`src/rtl/updown_mod_counter_if.sv`:
```
// Control/status bundle for updown_mod_counter: count requests in, count and decoded flags out.
interface updown_mod_counter_if #(
    parameter int WIDTH = 8
);
    logic             clr;
    logic             load;
    logic [WIDTH-1:0] load_val;
    logic             incr;
    logic             decr;
    logic [WIDTH-1:0] cmp_val;
    logic [WIDTH-1:0] q;
    logic             at_max;
    logic             at_zero;
    logic             bnd;
    logic             match;

    modport master (
        output clr, load, load_val, incr, decr, cmp_val,
        input  q, at_max, at_zero, bnd, match
    );

    modport slave (
        input  clr, load, load_val, incr, decr, cmp_val,
        output q, at_max, at_zero, bnd, match
    );
endinterface

```
`src/rtl/updown_mod_counter.sv`:
```
// Parametrised up/down modulo counter with wrap/saturate, clear, clamped load,
// boundary flags, a registered boundary-event pulse and a compare-match decode.
module updown_mod_counter #(
    parameter int WIDTH    = 8,
    parameter int MAX_VAL  = 255,
    parameter bit SATURATE = 1'b0
) (
    input  logic                 clk,
    input  logic                 rst_n,
    updown_mod_counter_if.slave  bus
);

    localparam logic [WIDTH-1:0] MAX_W = MAX_VAL[WIDTH-1:0];

    typedef enum logic [1:0] {
        OP_HOLD = 2'd0,
        OP_UP   = 2'd1,
        OP_DOWN = 2'd2
    } op_e;

    logic [WIDTH-1:0] q_q, q_d;
    logic             bnd_q, bnd_d;
    op_e              op;

    always_comb begin
        op = OP_HOLD;
        if (bus.incr && !bus.decr) begin
            op = OP_UP;
        end else if (bus.decr && !bus.incr) begin
            op = OP_DOWN;
        end
    end

    // Priority below reset: clear, then load, then the count step.
    always_comb begin
        q_d   = q_q;
        bnd_d = 1'b0;
        if (bus.clr) begin
            q_d = '0;
        end else if (bus.load) begin
            q_d = (bus.load_val > MAX_W) ? MAX_W : bus.load_val;
        end else begin
            unique case (op)
                OP_UP: begin
                    if (q_q == MAX_W) begin
                        bnd_d = 1'b1;
                        q_d   = SATURATE ? q_q : '0;
                    end else begin
                        q_d = q_q + WIDTH'(1);
                    end
                end
                OP_DOWN: begin
                    if (q_q == '0) begin
                        bnd_d = 1'b1;
                        q_d   = SATURATE ? q_q : MAX_W;
                    end else begin
                        q_d = q_q - WIDTH'(1);
                    end
                end
                default: begin
                    q_d   = q_q;
                    bnd_d = 1'b0;
                end
            endcase
        end
    end

    always_ff @(posedge clk) begin
        if (!rst_n) begin
            q_q   <= '0;
            bnd_q <= 1'b0;
        end else begin
            q_q   <= q_d;
            bnd_q <= bnd_d;
        end
    end

    assign bus.q       = q_q;
    assign bus.bnd     = bnd_q;
    assign bus.at_max  = (q_q == MAX_W);
    assign bus.at_zero = (q_q == '0);
    assign bus.match   = (q_q == bus.cmp_val);

endmodule

```
`src/flat_wrapper.sv`:
```
// flat-port wrapper written by rule: the top's interface ports become plain ports
module updown_mod_counter_flat 
#(
    parameter int WIDTH    = 8,
    parameter int MAX_VAL  = 255,
    parameter bit SATURATE = 1'b0
)
  (clk, rst_n, bus_clr, bus_load, bus_load_val, bus_incr, bus_decr, bus_cmp_val, bus_q, bus_at_max, bus_at_zero, bus_bnd, bus_match);
  updown_mod_counter_if #(.WIDTH(WIDTH)) bus_i ();
  input  logic clk;
  input  logic rst_n;
  input wire logic [$bits(bus_i.clr)-1:0] bus_clr;
  input wire logic [$bits(bus_i.load)-1:0] bus_load;
  input wire logic [$bits(bus_i.load_val)-1:0] bus_load_val;
  input wire logic [$bits(bus_i.incr)-1:0] bus_incr;
  input wire logic [$bits(bus_i.decr)-1:0] bus_decr;
  input wire logic [$bits(bus_i.cmp_val)-1:0] bus_cmp_val;
  output wire logic [$bits(bus_i.q)-1:0] bus_q;
  output wire logic [$bits(bus_i.at_max)-1:0] bus_at_max;
  output wire logic [$bits(bus_i.at_zero)-1:0] bus_at_zero;
  output wire logic [$bits(bus_i.bnd)-1:0] bus_bnd;
  output wire logic [$bits(bus_i.match)-1:0] bus_match;
  assign bus_i.clr = bus_clr;
  assign bus_i.load = bus_load;
  assign bus_i.load_val = bus_load_val;
  assign bus_i.incr = bus_incr;
  assign bus_i.decr = bus_decr;
  assign bus_i.cmp_val = bus_cmp_val;
  assign bus_q = bus_i.q;
  assign bus_at_max = bus_i.at_max;
  assign bus_at_zero = bus_i.at_zero;
  assign bus_bnd = bus_i.bnd;
  assign bus_match = bus_i.match;
  updown_mod_counter #(.WIDTH(WIDTH), .MAX_VAL(MAX_VAL), .SATURATE(SATURATE)) u_core (.clk(clk), .rst_n(rst_n), .bus(bus_i));
endmodule
```
`config.mk`:
```
export PLATFORM = sky130hd
export DESIGN_NAME = updown_mod_counter_flat
export DESIGN_NICKNAME = d
export VERILOG_FILES = /design/src/rtl/updown_mod_counter_if.sv /design/src/rtl/updown_mod_counter.sv /design/src/flat_wrapper.sv
export SDC_FILE = /design/constraint.sdc
export NUM_CORES = 1
export LEC_CHECK = 0
export ABC_AREA = 0
export CORE_MARGIN = 2
export CORE_UTILIZATION = 35
export DETAILED_ROUTE_END_ITERATION = 7
export GPL_ROUTABILITY_DRIVEN = 0
export GPL_TIMING_DRIVEN = 0
export PLACE_DENSITY_LB_ADDON = 0.15
export SLEW_MARGIN = 20
export SYNTH_ARGS = -nofsm -noshare
export SYNTH_HDL_FRONTEND = slang
export SYNTH_SLANG_ARGS = --single-unit
```
`constraint.sdc`:
```
create_clock -name clk -period 2.5 [get_ports clk]
set_clock_uncertainty 0.2 [all_clocks]
set_input_delay 0.625 -clock clk [delete_from_list [all_inputs] [get_ports clk]]
set_output_delay 0.625 -clock clk [all_outputs]
set_load 0.005 [all_outputs]
```
==> results by group, run 1 <==
Worst setup path
  • Type of origin of the critical path: input port
  • Crit. End Element: register
  • Worst EP arrival: 2.38 ns
  • WP data required: 2.50 ns
  • Setup Crit Path Kind: input port to register
  • Crit-path max FO: 9

Logic synthesis
  • Synth Cell Area: 1010 sq um
  • Main synth FF type: dfxtp_1
  • Post-synth top area cell: dfxtp_1
  • Share of the synthesized area in the top cell type: 0.178
  • Cells after synthesis: 131
  • Syn_area_per_cell: 7.72 sq um
  • Post-synth EDFFs: 0
  • Async SR Flop Fraction: 0
  • Warnings from Yosys: 0
  • Post-synthesis net count: 158
  • #FFs+latches synth: 9
  • Largest cells by area after synthesis: dfxtp_1 (18%), xnor2_1 (7.8%), ha_1 (6.2%), o21ai_0 (4.5%), o211ai_1 (3.7%)
  • Post-synthesis sequential area ratio: 0.178
  • Commonest cells in the netlist: dfxtp_1 (9), inv_1 (9), o21ai_0 (9), xnor2_1 (9)
  • Synth cell types: 52

Final layout
  • Ratio of cells with drive above 1 in the final layout: 0.203
  • Core Util, Final: 0.529
  • Fin nets: 200
  • N_diodes: 0
  • Layout area overhead: 44.4%
  • Fillcell total: 279

Pwr
  • VDD IR-drop max: 239 uV
  • Total design power: 0.489 mW
  • Pleak: 0.534 nW
  • Power per cell area: 335 nW/um^2

Run status
  • Outcome: finished clean

Timing
  • Worst Tran Pin Value: 0.498 ns
  • Fmax: 0.419 GHz
  • Final hold violations: 0
  • Slew margin rel.: 0.668
  • Final setup vio count: 0
  • Min Tclk post-route: 2.39 ns
  • Period utilization: 0.955
  • RSZ-0062 raised after global routing: no
  • Slew Viols, Final: 0

Routing
  • Residual DRC: 0
  • Vias per inst: 5.92
  • DRT antenna net count: 0
  • Detailed Route WL: 3.09 mm
  • Iter 0 DRT Violations: 68
  • Drt pass-1 iters: 4
  • Via count: 1201
  • Wirelength per Cell: 15.2 um

Global route
  • Aggregate global routing overflow: 0
  • Largest net degree at the start of global routing: 11
  • Total GRT Usage: 0.190
  • Vias in the first global route: 1141
  • First-pass GRT wire length: 4.93 mm
  • Initial antenna violation count: 0

CTS
  • Clock Latency Late Sink: 0.27 ns
  • CTS Sinks: 9
  • Reg clk slew, reported paths: 0.08 ns
  • Max H-tree Level: 1
  • CTS tree: built
  • Cts bufs inserted: 3
  • Root Buffer: clkbuf_4
  • CTS max path bufs: 2

Floorplanning
  • Die height: 57.7 um
  • Initial Util: 0.367
  • Core area: 2760 sq um
  • Top Ports: 34
  • Num rows: 19
  • Die area: 3330 sq um
  • Die Width: 57.7 um

Job
  • MaxCap Viol Count: 0

Placed design
  • Port bufs: 32
  • HPWL Detailed: 2.31 mm

Worst hold path
  • Worst min-delay path class: register to register
[state kept, by name, summed over array words and instances, names as in the netlist]
| signal | cells |
|---|---|
| u_core.bus.q | 8 |
| u_core.bus.bnd | 1 |
[through the flow]
stage	instances	TNS, ns	hold WS, ns	setup WS, ns	cell area [sq um]
floorplan	131	0	0.403	0.548	1010
global placement	194	-1.26	0.462	-0.239	1370
global route	203	0	0.350	0.0119	1460
CTS	201	-0.128	0.337	-0.128	1440
finish	203	0	0.337	0.114	1460
detailed placement	194	-1.40	0.471	-0.260	1370
[per-layer routing]
metal  global-route usage  routed length [um]  vias up
li1                     -                   -      573
met1                0.234                1280      552
met2                0.323                1450       69
met3               0.0268                 313        7
met4               0.0930                  46        0
met5                    0                   0        -
[worst max-delay path, cell delays in order]
cell	delay [ns]
clkdlybuf4s50_1	0.48
inv_1	0.05
ha_1	0.18
clkbuf_1	0.21
or3_1	0.47
o21ai_0	0.19
nand2_1	0.08
o211ai_1	0.10
[placed cells by master, fill, tap and decap left out, types with 3 or more instances in the layout]
master / n
nand2_1: 7
ha_1: 3
a21oi_1: 7
buf_4: 6
nand3_1: 3
nor2_1: 5
nor3_1: 3
dfxtp_1: 6
inv_1: 7
nor2b_1: 4
clkbuf_1: 4
clkbuf_4: 4
o21ai_0: 9
xnor2_1: 9
buf_2: 3
clkdlybuf4s50_1: 29
a21o_1: 3
nor3_2: 3
o211ai_1: 5
nand4_1: 4
[where the power goes]
part | switching [mW] | internal, mW | total [mW]
registers | 0.00768 | 0.150 | 0.157
clock network | 0.0628 | 0.0618 | 0.125
logic | 0.0961 | 0.111 | 0.207
total | 0.167 | 0.322 | 0.489
[final cells by class]
cell class	count	area, sq um	area share
multi-input cells	103	761	0.521
repair buffers	37	354	0.243
flip-flops and latches	9	189	0.129
plain buffers	10	57.6	0.0394
well taps	31	38.8	0.0266
inverters	9	33.8	0.0231
clock buffers	4	26.3	0.0180
[cells by family (layout without fill, tap and decap cells)]
logic type                 after synthesis  count (layout)  share of synthesized area
AOI/OAI and AO/OA                       41              41                      0.290
adders and majority gates                5               5                     0.0619
muxes                                    2               2                     0.0210
xor gates and xnor gates                 9               9                     0.0780
DFF                                      9               9                      0.178
and+or+nand+nor                         46              46                      0.283
buffers and inverters                   19              60                     0.0879
[final timing paths]
path | slack [ns] | cells past startpoint | start | endpoint
setup / recovery | 0.11 | 8 | bus_decr | u_core.bus.q[7]$_SDFFE_PP0P_
setup reg to reg | 0.60 | 7 | u_core.bus.q[0]$_SDFFE_PP0P_ | u_core.bus.q[4]$_SDFFE_PP0P_
hold reg to reg | 0.34 | 2 | u_core.bus.q[0]$_SDFFE_PP0P_ | u_core.bus.q[0]$_SDFFE_PP0P_
hold / removal | 0.34 | 2 | u_core.bus.q[0]$_SDFFE_PP0P_ | u_core.bus.q[0]$_SDFFE_PP0P_
[timing repair]
item | 4_1_cts | 5_1_grt
setup buffers | 3 | 2
pin swaps | 0 | 5
setup endpoints to repair | 3 | 6
hold buffers | 0 | 0
resized for setup | 13 | 6
(Power assumes the default switching activity.)
==> run 2: changes to the inputs <==
--- a/config.mk
+++ b/config.mk
@@ -6,7 +6,6 @@
 export NUM_CORES = 1
 export LEC_CHECK = 0
 export ABC_AREA = 0
-export CORE_MARGIN = 2
 export CORE_UTILIZATION = 35
 export DETAILED_ROUTE_END_ITERATION = 7
 export GPL_ROUTABILITY_DRIVEN = 0
==> results by group, run 2 (synthesized netlist as in run 1, its figures left out) <==
Run status
  • Outcome: finished clean

Final layout
  • Fin nets: 202
  • Most frequent cells in the layout: clkdlybuf4s50_1 (28), o21ai_0 (9), buf_4 (8), xnor2_1 (8)
  • Ratio of cells with drive above 1 in the final layout: 0.230
  • N_diodes: 0
  • Layout area overhead: 49.6%
  • Fin area: 1510 sq um
  • Max reg flops: 8
  • Final non-filler cell total: 205
  • Commonest non-fill, non-tap cell in the layout: clkdlybuf4s50_1

CTS
  • Root Buffer: clkbuf_4
  • Hold_buf cts: 0
  • CTS max path bufs: 2
  • Clock Latency Late Sink: 0.28 ns
  • Cts bufs inserted: 3
  • CTS tree: built
  • CTS Sinks: 9
  • Reg clk slew, reported paths: 0.07 ns
  • Max H-tree Level: 1

Placed design
  • HPWL Detailed: 2.42 mm
  • Dpl cell area: 1370 sq um
  • Port bufs: 32
  • Post-Place Setup Slack: -0.291 ns
  • Placed insts: 194

Timing
  • Final setup vio count: 0
  • Final hold slack: 0.345 ns
  • Slew margin rel.: 0.667
  • Period utilization: 0.950
  • RSZ-0062 raised after global routing: no
  • Final hold violations: 0
  • Min Tclk post-route: 2.37 ns
  • Worst Tran Pin Value: 0.499 ns
  • Fmax: 0.421 GHz
  • Slew Viols, Final: 0
  • Worst setup margin: 0.126 ns

Routing
  • Drt pass-1 iters: 4
  • Residual DRC: 0
  • Vias per inst: 5.87
  • Via count: 1203
  • DRT antenna net count: 0
  • Detailed Route WL: 3.35 mm
  • Iter 0 DRT Violations: 59
  • Wirelength per Cell: 16.3 um

Worst setup path
  • Setup Crit Path Kind: register to output pin
  • Worst EP arrival: 1.55 ns
  • CP max stage delay: 0.37 ns
  • WP data required: 1.67 ns
  • Type of origin of the critical path: register
  • Worst-path cell chain: inv_2 > ha_2 > nor4b_4 > and2_4 > dlygate4sd2_1
  • Worst reg-to-reg setup slack: 0.57 ns
  • Crit. End Element: output pin
  • Worst path slowest cell: dfxtp_4
  • Crit-path max FO: 4

Floorplanning
  • Num rows: 19
  • Die area: 3110 sq um
  • Initial Util: 0.367
  • Core area: 2760 sq um
  • Die Width: 55.7 um
  • Die height: 55.7 um
  • Top Ports: 34

Job
  • MaxCap Viol Count: 0

Global route
  • Total GRT Usage: 0.217
  • Initial antenna violation count: 0
  • Aggregate global routing overflow: 0
  • First-pass GRT wire length: 5.35 mm
  • Vias in the first global route: 1153
  • Largest net degree at the start of global routing: 11

Pwr
  • Total design power: 0.503 mW
  • Power per cell area: 332 nW/um^2
  • Pleak: 0.563 nW
  • VDD IR-drop max: 200 uV

Worst hold path
  • Worst min-delay path class: register to register
## run 2: changes by cell type in the layout (fill, tap and decap cells not counted), sizes merged
cell | previous run | this run
buf | 10 | 13
clkbuf | 10 | 9
clkdlybuf4s50 | 29 | 28
dlymetal6s2s | 1 | 2
## run 2: timing repair
action,in CTS,in global routing
gates cloned,0,0
setup endpoints to repair,4,2
buffers inserted,4,3
gates resized for setup,13,14
pin swaps,1,5
## run 2: final timing paths
| path | cells past startpoint | startpoint | endpoint |
|---|---|---|---|
| hold / removal | 2 | u_core.bus.q[0]$_SDFFE_PP0P_ | u_core.bus.q[0]$_SDFFE_PP0P_ |
| setup reg to reg | 7 | u_core.bus.q[0]$_SDFFE_PP0P_ | u_core.bus.q[4]$_SDFFE_PP0P_ |
| setup / recovery | 5 | u_core.bus.q[0]$_SDFFE_PP0P_ | bus_at_zero |
| hold reg to reg | 2 | u_core.bus.q[0]$_SDFFE_PP0P_ | u_core.bus.q[0]$_SDFFE_PP0P_ |
## run 2: critical path: cells and delay by family (launching register included)
family                   cells  cell delay, ns
buffers and inverters        2            0.30
flip-flops                   1            0.37
adder cells (fa/ha/maj)      1            0.19
AND/OR/NAND/NOR              2            0.41
## run 2: where the power goes
group | internal (mW) | switching [mW]
Clock | 0.0621 | 0.0674
Combinational | 0.115 | 0.0992
Sequential | 0.150 | 0.00888
## run 2: cell type report
class,instances,area (sq um)
clock buffer,4,26.3
inverter,9,33.8
sequential,9,190
multi-input combinational,103,791
buffer,10,61.3
fill,277,1240
timing repair buffer,39,372
tap,31,38.8
## run 2: per-layer routing
layer | wire length, um | vias to the layer above | track usage
met5 | 0 | - | 0
met4 | 41 | 0 | 0.0893
met3 | 243 | 5 | 0.0395
met2 | 1670 | 55 | 0.377
met1 | 1390 | 569 | 0.261
li1 | - | 574 | -
## run 2: metrics by stage
stage | TNS (ns) | utilization
2_1_floorplan | 0 | -
3_3_place_gp | -1.27 | 0.497
3_5_place_dp | -1.66 | 0.497
4_1_cts | -0.138 | 0.525
5_1_grt | 0 | 0.549
6_report | 0 | 0.549
